--- config.mk ---
export PLATFORM = sky130hd
export DESIGN_NAME = lcd_ctrl
export DESIGN_NICKNAME = d
export VERILOG_FILES = /design/src/rtl/lcd_ctrl.sv
export SDC_FILE = /design/constraint.sdc
export NUM_CORES = 1
export LEC_CHECK = 0
export ABC_CLOCK_PERIOD_IN_PS = 2810
export BUFFER_PORTS_ARGS = -buffer_cell sky130_fd_sc_hd__buf_2
export CAP_MARGIN = 25
export CORE_ASPECT_RATIO = 1.75
export CORE_MARGIN = 4
export CORE_UTILIZATION = 51
export CTS_BUF_LIST = sky130_fd_sc_hd__clkbuf_4 sky130_fd_sc_hd__clkbuf_8 sky130_fd_sc_hd__clkbuf_16
export CTS_CLUSTER_SIZE = 30
export DETAILED_ROUTE_END_ITERATION = 8
export PLACE_DENSITY = 0.88
export SLEW_MARGIN = 15
export SYNTH_ARGS = -nofsm -noshare
export SYNTH_HDL_FRONTEND = slang
export SYNTH_SLANG_ARGS = --single-unit
--- constraint.sdc ---
create_clock -name clk_i -period 2.81 [get_ports clk_i]
set_input_delay 0.562 -clock clk_i [delete_from_list [all_inputs] [get_ports clk_i]]
set_output_delay 0.562 -clock clk_i [all_outputs]
set_load 0.05 [all_outputs]
--- src/rtl/lcd_ctrl.sv ---
// lcd_ctrl: turns toggle-requested CPU register writes into timed HD44780 8-bit write cycles
module lcd_ctrl #(
  parameter int T_PWR_CYC  = 750000,
  parameter int T_AS_CYC   = 2,
  parameter int T_EN_CYC   = 12,
  parameter int T_H_CYC    = 2,
  parameter int T_EXEC_CYC = 2000,
  parameter int T_LONG_CYC = 82000
) (
  input  logic        clk_i,
  input  logic        rst_i,
  input  logic [31:0] io_lcd_i,
  output logic        busy_o,
  output logic [7:0]  lcd_data_o,
  output logic        lcd_rs_o,
  output logic        lcd_rw_o,
  output logic        lcd_en_o,
  output logic        lcd_on_o,
  output logic        lcd_blon_o
);
  localparam int M1 = T_PWR_CYC > T_LONG_CYC ? T_PWR_CYC : T_LONG_CYC;
  localparam int M2 = M1 > T_EXEC_CYC ? M1 : T_EXEC_CYC;
  localparam int M3 = M2 > T_EN_CYC ? M2 : T_EN_CYC;
  localparam int M4 = M3 > T_AS_CYC ? M3 : T_AS_CYC;
  localparam int MX = M4 > T_H_CYC ? M4 : T_H_CYC;
  localparam int CW = MX > 2 ? $clog2(MX) : 1;
  typedef enum logic [2:0] {PWRUP, IDLE, SETUP, PULSE, HOLD, EXEC} state_t;
  state_t state, state_n;
  logic [CW-1:0] cnt, last;
  logic last_tog, long_f, pending, done;
  assign pending = io_lcd_i[30] ^ last_tog;
  assign lcd_rw_o = 1'b0;
  always_comb begin
    last = state == PWRUP ? CW'(T_PWR_CYC - 1) :
           state == SETUP ? CW'(T_AS_CYC - 1) :
           state == PULSE ? CW'(T_EN_CYC - 1) :
           state == HOLD  ? CW'(T_H_CYC - 1) :
           long_f         ? CW'(T_LONG_CYC - 1) : CW'(T_EXEC_CYC - 1);
    done = cnt == last;
    state_n = state;
    case (state)
      PWRUP:   if (done) state_n = IDLE;
      IDLE:    if (pending) state_n = SETUP;
      SETUP:   if (done) state_n = PULSE;
      PULSE:   if (done) state_n = HOLD;
      HOLD:    if (done) state_n = EXEC;
      default: if (done) state_n = IDLE;
    endcase
  end
  always_ff @(posedge clk_i) begin
    if (rst_i) begin
      state      <= PWRUP;
      cnt        <= '0;
      last_tog   <= 1'b0;
      long_f     <= 1'b0;
      lcd_data_o <= 8'h00;
      lcd_rs_o   <= 1'b0;
      lcd_en_o   <= 1'b0;
      lcd_on_o   <= 1'b0;
      lcd_blon_o <= 1'b0;
      busy_o     <= 1'b1;
    end else begin
      state      <= state_n;
      cnt        <= (state_n != state || state == IDLE) ? '0 : cnt + 1'b1;
      lcd_en_o   <= state_n == PULSE;
      busy_o     <= state_n != IDLE || pending;
      lcd_on_o   <= io_lcd_i[31];
      lcd_blon_o <= io_lcd_i[29];
      if (state == IDLE && pending) begin
        last_tog   <= io_lcd_i[30];
        lcd_rs_o   <= io_lcd_i[8];
        lcd_data_o <= io_lcd_i[7:0];
        long_f     <= !io_lcd_i[8] && io_lcd_i[7:2] == 6'd0 && io_lcd_i[1:0] != 2'd0;
      end
    end
  end
endmodule

; After elaboration in Yosys (flattened, before gate mapping)
; Index checks and enable logic that the tools add are counted.
[totals]
register_bits = 38
[op_classes]
add_sub_neg = 1
n_eq_ne = 8
muxes = 11
bitwise = 1
reduce_logical = 10
[ops]
columns = operator, count
row1 = 2-to-1 mux 17 bit, 4
row2 = "adder 20 x 1 -> 20 bit, second input constant", 1
row3 = == test 20 bit, 1
row4 = 2-to-1 mux 20 bit, 1
row5 = 2-to-1 mux 3 bit, 5
row6 = case mux 3 bit (4 select lines), 1
row7 = "== test 3 x 2 -> 1 bit, second input constant", 3
row8 = zero test 6 bit, 1
row9 = "== test 3 x 1 -> 1 bit, second input constant", 1
row10 = "== test 3 bit, second input constant", 1
row11 = logical AND 1 bit, 3
row12 = zero test 3 bit, 1
row13 = "inequality test 3 x 1 -> 1 bit, second input constant", 1
row14 = inequality test 3 bit, 1
row15 = logical OR 1 bit, 2
row16 = nonzero test 2 bit, 1
row17 = OR reduction 2 bit, 1
row18 = zero test 1 bit, 1
row19 = XOR 1 bit, 1

; Longest topological paths before layout
; Gate-level depths: netlist (run 1).
[logic_depth]
word_depth = 11
depth_mapped = 9
depth_no_buf = 7

; Least setup slack after synthesis (run 1)
; Ideal clock, no wire load.
[synth_path]
path_type = reg-to-reg
startpoint = reg state[1]
endpoint = reg lcd_en_o
setup_time_ps = 87
arrival_ps = 2017
required_time_ps = 2723
slack_ps = 706
stages_incl_launch_ff = 7
path_buffers = 0
synth_period_minus_slack_ps = 2104
cell_sequence = dfxtp_1 > mux2i_2 > o211ai_1 > o211a_1 > or4_4 > o31a_1 > nor4b_2
[synth_between]
elab_chain_cells = 9
word_cells_on_any_way = 17
classes_between = eq/ne (6) / mux (10) / reduce/logical (1)
[synth_rtl]
columns = element, line_no
row1 = from (decl), 28  ; state_t state, state_n;
row2 = from (signal assigned), 63  ; state <= state_n;
row3 = == test 3 bit, "37, 41"
row4 = 2-to-1 mux 17 bit, 37  ; state == HOLD ? CW'(T_H_CYC - 1) :
row5 = 2-to-1 mux 17 bit, 36  ; state == PULSE ? CW'(T_EN_CYC - 1) :
row6 = 2-to-1 mux 17 bit, 35  ; state == SETUP ? CW'(T_AS_CYC - 1) :
row7 = 2-to-1 mux 20 bit, 34  ; last = state == PWRUP ? CW'(T_PWR_CYC - 1) :
row8 = == test 20 bit, 39  ; done = cnt == last;
row9 = 2-to-1 mux 3 bit (on tied branches), n/a
row10 = case mux 3 bit (4 select lines) (*), 41  ; case (state)
row11 = == test 3 x 2 -> 1 bit (*), 65  ; lcd_en_o <= state_n == PULSE;
row12 = to (signal assigned), 58  ; lcd_en_o <= 1'b0;
row13 = to (signal assigned), 65
row14 = to (decl), 17  ; output logic lcd_en_o,
; Every way passes the cells marked *; elsewhere a longest branch is shown, timed or not.
; A chain may end at the register's enable or synchronous reset.

; Final worst setup path (run 1)
; Same ends and word-level chain as after synthesis.

==> impl_results.md, run 1 <==
- Detailed Route WL: 4310 um
- GPL Wtd Cong: 0.839
- Pre-CTS setup slack: 0.334 ns
- Setup CP Type: reg2reg
- Worst Setup End Kind: flop
- Slew Limit Headroom: 0.651
- Synth area leader: dfxtp_1
- CTS tree: built
- # rows: 29
- Die X: 54.8 um
- Post-synth top area share: 0.390
- Syn_nets: 263
- DRT iter0 DRCs: 26
- CTS buffer count: 5
- Largest net degree at the start of global routing: 19
- Final Setup Violations: 0
- Clock transition at path regs: 0.08 ns
- Root buffer cell: clkbuf_8
- Critical path peak fanout: 8
- Layout area overhead: 15.5%
- Nets: 287
- Top_reg_cell synth: dfxtp_1
- Mean post-synth cell area: 8.56 sq um
- Synth cell types: between 40 and 50
- Die ar.: about 0.0049 sq mm
- Final period util: 0.925
- Via count: 1710
- Cell Count, Final, Fillers Out: ~300
- RSZ-0062 raised after global routing: no
- Max Slew Vio Count: 0
- Mapped Cells: 228
- Leakage power: 0.925 nW
- Tot GR Track Use: 0.202
- DRC viols: 0
- Mapped cell area: between 0.0015 and 0.002 sq mm
- H-tree levels: 2
- Core area: roughly 0.0037 sq mm
- Cells after DPL: 291
- Initial Util: 0.532
- Worst Setup Start Kind: flop
- Initial antenna violation count: 0
- GRT overflow: 0
- F_max: approximately 0.38 GHz
- Min setup slack post-route: approximately 0.21 ns
- DR WL/cell: 14.4 um
- 1st-pass router iterations: 4
- Die height: 89.8 um
- Vias per inst: 5.72
- Final antenna diode count: 0
- Most numerous cell in the Yosys netlist: nor2_1
- Asr flop ratio synth: 0
- Worst vdd ir: approximately 0.46 mV
- Synth warn: 0
- Global-route wire length before repair: around 7600 um
- Post-layout min period: roughly 2.6 ns
- Synth Register Bits: 38
- Setup bufs post-CTS: 0
- CP Data Arrival Time: between 2 and 3 ns
- Vias in the first global route: 1785
- Seq/Total Area, Yosys: 0.390
- Layout cells sized above 1: 0.178
- Status: completed
- Final ANT Viol Nets: 0
- EDFF count, synth: 0
- Worst Path Required: 2.98 ns
- Slew @ Worst Pin: approximately 0.52 ns
- Post-cts sizing count: 0
- PwrDens: 511 mW/mm^2
- Clock sink count: 38
- IO Pins: 48
- Fin. Hold Viols: 0
- Setup TNS: 0 ns
- Hold Buf Count CTS: 0
- Max clock buf depth: 2
- Post-DP HPWL: 3190 um
- Maxcap violations: 0
- Port Buffers: 26
- Top cells by area, synth: dfxtp_1 39%, nor2_1 8.7%, xnor2_1 7.2%, mux2i_1 5.6%, xor2_1 4.0%
- Total Power: 1.15 mW
- Setup Skew: 0.00254 ns
- Commonest cells post-synth: 45 x nor2_1, 38 x dfxtp_1, 16 x xnor2_1
- Worst-Skew Late Latency: around 0.29 ns
- Tightest Hold Check Type: reg2reg
-- worst max-delay path, stage by stage, from the launching register on --
cell and delay, ns:
dfxtp_1 0.50, mux2i_2 0.39, o21ai_0 0.13, a211oi_1 0.50, nand4_1 0.39, mux2_2 0.40, nor4b_2 0.16
-- per-stage QoR --
stage / cell area [sq um] / hold slack, ns / util
final: 2250 / 0.487 / 0.615
after detailed placement: 2120 / 0.475 / 0.577
after floorplan: 1950 / 0.438 / -
after CTS: 2250 / 0.485 / 0.615
after global placement: 2120 / 0.468 / 0.577
after global routing: 2250 / 0.501 / 0.615
-- area by class of cell --
class / instances / area [sq um]
fillers: 298 / 1410
multi-input cells: 173 / 1110
flip-flops and latches: 38 / 761
repair buffers: 31 / 180
clock buffers: 5 / 68.8
clock inverters: 3 / 68.8
well taps: 46 / 57.6
inverters: 3 / 11.3
-- metal layers --
metal | global-route usage | routed length [um] | vias up
li1 | - | - | 835
met1 | 0.213 | 1600 | 794
met2 | 0.333 | 2290 | 60
met3 | 0.0430 | 179 | 21
met4 | 0.137 | 239 | 0
met5 | 0 | 0 | -
-- cell usage in the layout, fill, tap and decap left out, types with 9 or more instances in the layout --
cell / instances
xor2_1: 9
nand2_1: 12
dfxtp_1: 38
buf_2: 26
mux2i_1: 11
nor2_1: 45
nand3_1: 10
xnor2_1: 16
-- registers in the layout, summed over array words and instances, names as in the netlist --
signal	cells
lcd_blon_o	1
busy_o	1
lcd_on_o	1
state	3
last_tog	1
cnt	20
lcd_en_o	1
long_f	1
lcd_data_o	8
lcd_rs_o	1
-- cells by family (layout without fill, tap and decap cells) --
kind of cell / Yosys count / after routing / synth area share
other cells: 1 / 1 / 0.00192
fa+ha+maj: 1 / 1 / 0.00641
compound gates: 25 / 25 / 0.0924
xor+xnor: 25 / 25 / 0.112
flops: 38 / 38 / 0.390
buf+inv: 17 / 42 / 0.0430
mux: 14 / 14 / 0.0770
simple gates: 107 / 107 / 0.277
-- path summary, 6_finish.rpt --
| kind | start | end | slack (ns) | depth (start not counted) |
|---|---|---|---|---|
| worst max register to register | state[1] | lcd_en_o | 0.21 | 6 |
| worst min-delay path | cnt[0] | cnt[0] | 0.49 | 1 |
| worst min register to register | cnt[0] | cnt[0] | 0.49 | 1 |
| worst max-delay path | state[1] | lcd_en_o | 0.21 | 6 |
-- where the power goes --
part	internal, mW	switching [mW]
Combinational	0.0190	0.0289
Clock	0.356	0.198
Sequential	0.543	0.00796
Total	0.918	0.235
Power figures use the tool's default switching activity.
==> run 2, diff against run 1 <==
Settings changed: CAP_MARGIN 25 to not set, CORE_MARGIN 4 to 2, CTS_BUF_LIST sky130_fd_sc_hd__clkbuf_4 sky130_fd_sc_hd__clkbuf_8 sky130_fd_sc_hd__clkbuf_16 to sky130_fd_sc_hd__clkbuf_4.
==> run 2 against run 1 <==
Critical path depth did not move. Maximum frequency increased by 5.7%. Register-to-register slack better by 0.14 ns. Worst hold slack got worse by 0.070 ns. First-iteration DRC count is 88% higher. Combinational power down 0.8%. Sequential share of layout area is 1.4 points higher. Global-route usage is 0.83 points higher. Clock-buffer cell count did not move. Setup slack improved by 0.14 ns. Cell count unchanged. Critical endpoint unchanged. Largest cell class unchanged. Largest power group is now sequential cells. Highest routed layer unchanged.
==> impl_results.md, run 2 (synthesis results as in run 1) <==
- Status: completed
- Layout cells sized above 1: 0.166
- CP Data Arrival Time: 2.70 ns
- Leakage power: 0.885 nW
- CTS tree: built
- Global-route wire length before repair: 6910 um
- # rows: 29
- Worst Setup End Kind: flop
- Root buffer cell: clkbuf_4
- Internal cell power: 652 uW
- Crit-path cells: mux2i_2 -> o21ai_0 -> a211oi_1 -> nand4_1 -> mux2_2 -> nor4b_2
- Fin. Hold Viols: 0
- F_max: between 0.4 and 0.5 GHz
- Reg2reg setup slack: 0.35 ns
- Max Slew Vio Count: 0
- Worst-Skew Late Latency: 0.35 ns
- Final ANT Viol Nets: 0
- Nets: 287
- Worst path max stage delay: between 0.5 and 0.6 ns
- Setup Skew: 0.00751 ns
- Tightest Hold Check Type: in2reg
- Worst r2r path cells: 6
- Maxcap violations: 0
- Top flop regs: cnt (20), lcd_data_o (8), state (3)
- Hold Buf Count CTS: 0
- Max clock buf depth: 2
- Worst Setup Start Kind: flop
- Cells after DPL: slightly below 300
- DRC viols: 0
- Crit-path slowest cell: dfxtp_1
- Crit Reg-Reg Startpoint: state[1]
- 1st-pass router iterations: 4
- Setup CP Type: reg2reg
- Die X: 50.8 um
- Setup TNS: 0 ns
- Initial Util: 0.538
- Core area: between 0.003 and 0.004 sq mm
- PwrDens: a little under 400 mW/mm^2
- Largest Register: cnt
- Clock transition at path regs: 0.11 ns
- Setup bufs post-CTS: 0
- Final period util: 0.875
- Crit path capture: lcd_en_o
- DR WL/cell: 13.7 um
- GRT overflow: 0
- DRT iter0 DRCs: 49
- CTS buffer count: 5
- Tot GR Track Use: 0.210
- GPL Wtd Cong: roughly 0.9
- Most frequent cells in the layout: 45 x nor2_1, 38 x dfxtp_1, 26 x buf_2
- Sequential fraction of design power: 0.641
- Worst vdd ir: 0.407 mV
- RR Endpoint: lcd_en_o
- Post-layout min period: 2.46 ns
- RSZ-0062 raised after global routing: no
- Post-DP HPWL: between 3000 and 4000 um
- Total Power: about 860 uW
- Vias in the first global route: 1662
- Combinational Power Share: 0.055
- Vias per inst: 5.67
- Cell Count, Final, Fillers Out: between 200 and 300
- IO Pins: 48
- Pre-CTS setup slack: 0.428 ns
- Clock sink count: 38
- Post-cts sizing count: 0
- Min setup slack post-route: about 0.35 ns
- Detailed Route WL: between 4000 and 5000 um
- Die height: 85.8 um
- H-tree levels: 2
- Layout area overhead: 11.0%
- Critical path peak fanout: 6
- Max reg flops: 20
- Initial antenna violation count: 0
- Most common cell after layout, fill and taps aside: nor2_1
- Hold slack: 0.417 ns
- Worst Path Required: 3.05 ns
- Largest net degree at the start of global routing: 19
- Clock power share: 0.304
- Final Setup Violations: 0
- Via count: 1696
- Final antenna diode count: 0
- Switching pwr: around 210 uW
- Sw Ratio: 0.243
- Port Buffers: 26
- Die ar.: 0.00436 sq mm
- Crit path launch: state[1]
-- run 2: power by group through the flow --
stage	combinational [mW]	clock, mW	sequential, mW
2_1_floorplan	0.0268	0	0.565
6_report	0.0474	0.262	0.552
3_3_place_gp	0.0462	0	0.564
4_1_cts	0.0479	0.265	0.552
3_5_place_dp	0.0478	0	0.564
5_1_grt	0.0525	0.290	0.553
-- run 2: critical path: cells and delay by family, from the launching register on --
family,cells,cell delay [ns]
muxes,2,0.78
AOI/OAI and AO/OA,2,0.54
DFF,1,0.51
and+or+nand+nor,2,0.51
-- run 2: worst min path at each step --
stage | from | cells past startpoint | end
floorplan | cnt[0] | 1 | cnt[0]
global placement | lcd_data_o[7] | 2 | lcd_data_o[7]
detailed placement | lcd_data_o[7] | 2 | lcd_data_o[7]
CTS | io_lcd_i[31] | 2 | lcd_on_o
global route | io_lcd_i[29] | 2 | lcd_blon_o
finish | io_lcd_i[31] | 2 | lcd_on_o
-- run 2: stage by stage --
step,utilization,cell area [sq um]
floorplan,-,1950
global placement,0.583,2120
detailed placement,0.583,2120
CTS,0.597,2160
global route,0.597,2160
finish,0.597,2160
-- run 2: per-layer routing --
layer | vias up | track usage | part of all wire
li1 | 839 | - | -
met3 | 17 | 0.0557 | 0.052
met1 | 778 | 0.192 | 0.35
met2 | 62 | 0.394 | 0.56
met4 | 0 | 0.133 | 0.040
met5 | - | 0 | 0
-- run 2: area by class of cell --
class | instances | area [sq um]
Multi-Input combinational cell | 173 | 1110
Fill cell | 321 | 1460
Clock buffer | 5 | 37.5
Timing Repair Buffer | 31 | 180
Inverter | 3 | 11.3
Clock inverter | 3 | 11.3
Sequential cell | 38 | 761
Tap cell | 46 | 57.6
==> run 3, diff against run 2 <==
Settings changed: ABC_AREA set to 1, PLACE_DENSITY 0.88 to 0.87.
==> run 3 against run 2 <==
Global-route usage rose by 2.3 points. Combinational power rose by 6.3%. Clock power rose by 13%. Worst hold slack lost 0.025 ns. First-iteration DRC count is 16% lower. Critical path depth up 2. Flip-flop and latch count unchanged. Sequential share of layout area fell by 3.1 points. Largest power group unchanged. Highest routed layer unchanged.
==> impl_results.md, run 3 <==
- CP Buf/Inv Count: 3
- Synth cell types: 30
- Synth area leader: dfxtp_1
- Pre-CTS setup slack: 0.574 ns
- Vias in the first global route: 2092
- Die height: ~90 um
- DRC viols: 0
- Max Slew Vio Count: 0
- Top_reg_cell synth: dfxtp_1
- Setup CP Type: reg2reg
- CTS tree: built
- F_max: 0.450 GHz
- Slew @ Worst Pin: 0.637 ns
- Initial antenna violation count: 0
- Seq/Total Area, Yosys: 0.349
- Hold slack: 0.392 ns
- DRT iter0 DRCs: between 40 and 50
- CP Data Arrival Time: 2.48 ns
- Post-synth top area share: 0.349
- Commonest cells post-synth: 74 x nand2_1, 50 x nor2_1, 40 x inv_1
- Mapped cell area: approximately 0.0022 sq mm
- Final antenna diode count: 0
- H-tree levels: 2
- # rows: 31
- Top cells by area, synth: dfxtp_1 35%, nand2_1 13%, nor2_1 8.6%, nand3_1 7.4%, inv_1 6.9%
- 1st-pass router iterations: 4
- Leakage power: 1.02 nW
- Setup Skew: approximately 0.0049 ns
- CTS buffer count: 5
- Synth warn: 0
- Clock sink count: 38
- Detailed Route WL: 4840 um
- Die X: about 53 um
- Min setup slack post-route: between 0.5 and 0.6 ns
- Tightest Hold Check Type: in2reg
- Via count: 2136
- Layout area overhead: 9.14%
- Asr flop ratio synth: 0
- Worst Setup Start Kind: flop
- Final period util: 0.791
- Status: completed
- Most used cell, CP: nor2_1
- Post-cts sizing count: 0
- Clock transition at path regs: ~0.12 ns
- IO Pins: 48
- Worst Setup End Kind: flop
- Final ANT Viol Nets: 0
- CP delay by family, top: simple AND/OR/NAND/NOR gates
- Cells after DPL: 399
- Die ar.: slightly below 0.005 sq mm
- Port Buffers: 26
- Largest net degree at the start of global routing: 21
- GRT overflow: 0
- Largest Register: cnt
- Setup TNS: 0 ns
- Maxcap violations: 0
- Root buffer cell: clkbuf_4
- GPL Wtd Cong: 0.863
- Worst Path Required: a little over 3 ns
- Post-DP HPWL: 3770 um
- Post-layout min period: ~2.2 ns
- Synth Register Bits: 38
- Worst vdd ir: 0.298 mV
- Slew Limit Headroom: 0.574
- Top flop regs: cnt (20), lcd_data_o (8), state (3)
- Syn_nets: between 300 and 400
- Worst path max stage delay: approximately 0.50 ns
- Layout cells sized above 1: 0.142
- Most frequent cells in the layout: 74 x nand2_1, 50 x nor2_1, 40 x inv_1
- DR WL/cell: 11.9 um
- Worst-Skew Late Latency: approximately 0.36 ns
- Fin util: 0.578
- Final Setup Violations: 0
- Initial Util: 0.530
- Most common cell after layout, fill and taps aside: nand2_1
- Max clock buf depth: 2
- Nets: 392
- Cell Count, Final, Fillers Out: 407
- Mean post-synth cell area: 6.56 sq um
- RSZ-0062 raised after global routing: no
- Vias per inst: 5.25
- Tot GR Track Use: 0.233
- Setup bufs post-CTS: 0
- Hold Buf Count CTS: 0
- PwrDens: 377 mW/mm^2
- Core area: 0.00411 sq mm
- # fillers: 423
- Global-route wire length before repair: 8680 um
- Mapped Cells: 332
- Fin. Hold Viols: 0
- Crit-path cells: inv_2 -> nand2_1 -> nor2_1 -> inv_1 -> nor2_1 -> clkinv_1 -> nor2_1 -> nor2_1
- Critical path peak fanout: 11
- Max reg flops: 20
- EDFF count, synth: 0
- Most numerous cell in the Yosys netlist: nand2_1
- Crit-path slowest cell: nor2_1
[run 3: cells by family (layout without fill, tap and decap cells)]
kind of cell,Yosys count,count (layout),share of synthesized area
AND/OR/NAND/NOR,200,200,0.411
AO/OA/AOI/OAI,20,20,0.0512
flip-flops,38,38,0.349
buffers and inverters,53,79,0.104
XOR/XNOR,19,19,0.0764
other,1,1,0.00172
adder cells (fa/ha/maj),1,1,0.00575
[run 3: where the power goes]
| group | internal [mW] | switching, mW |
|---|---|---|
| clock network | 0.0976 | 0.197 |
| registers | 0.544 | 0.00587 |
| logic | 0.0185 | 0.0318 |
| total | 0.660 | 0.235 |
[run 3: final timing paths]
kind | from | endpoint | slack [ns] | depth (start not counted)
worst max-delay path | state[2] | lcd_data_o[7] | 0.59 | 8
worst min-delay path | io_lcd_i[29] | lcd_blon_o | 0.39 | 3
worst max register to register | state[2] | lcd_data_o[7] | 0.59 | 8
worst min register to register | lcd_data_o[1] | lcd_data_o[1] | 0.47 | 2
[run 3: area by class of cell]
| cell class | instances | area (sq um) | share of cell area |
|---|---|---|---|
| Clock inverter | 3 | 20.0 | 0.00843 |
| Sequential cell | 38 | 761 | 0.320 |
| Timing Repair Buffer | 28 | 145 | 0.0611 |
| Clock buffer | 5 | 37.5 | 0.0158 |
| Tap cell | 49 | 61.3 | 0.0258 |
| Multi-Input combinational cell | 241 | 1190 | 0.501 |
| Inverter | 43 | 161 | 0.0679 |
[run 3: worst register-to-register path: cells and delay by family, from the launching register on]
kind                   cells  cell delay [ns]
buffers and inverters      3             0.70
AND/OR/NAND/NOR            5             1.04
flip-flops                 1             0.40
[run 3: per-stage QoR]
stage	instance area [sq um]	power, mW
CTS	2380	0.898
detailed placement	2320	0.612
global placement	2320	0.611
global route	2380	0.931
floorplan	2180	0.595
finish	2380	0.895
[run 3: per-layer routing]
layer	track usage	routed length [um]	vias to the layer above
li1	-	-	1099
met1	0.232	1760	962
met2	0.432	2760	60
met3	0.0414	182	15
met4	0.107	144	0
met5	0	0	-
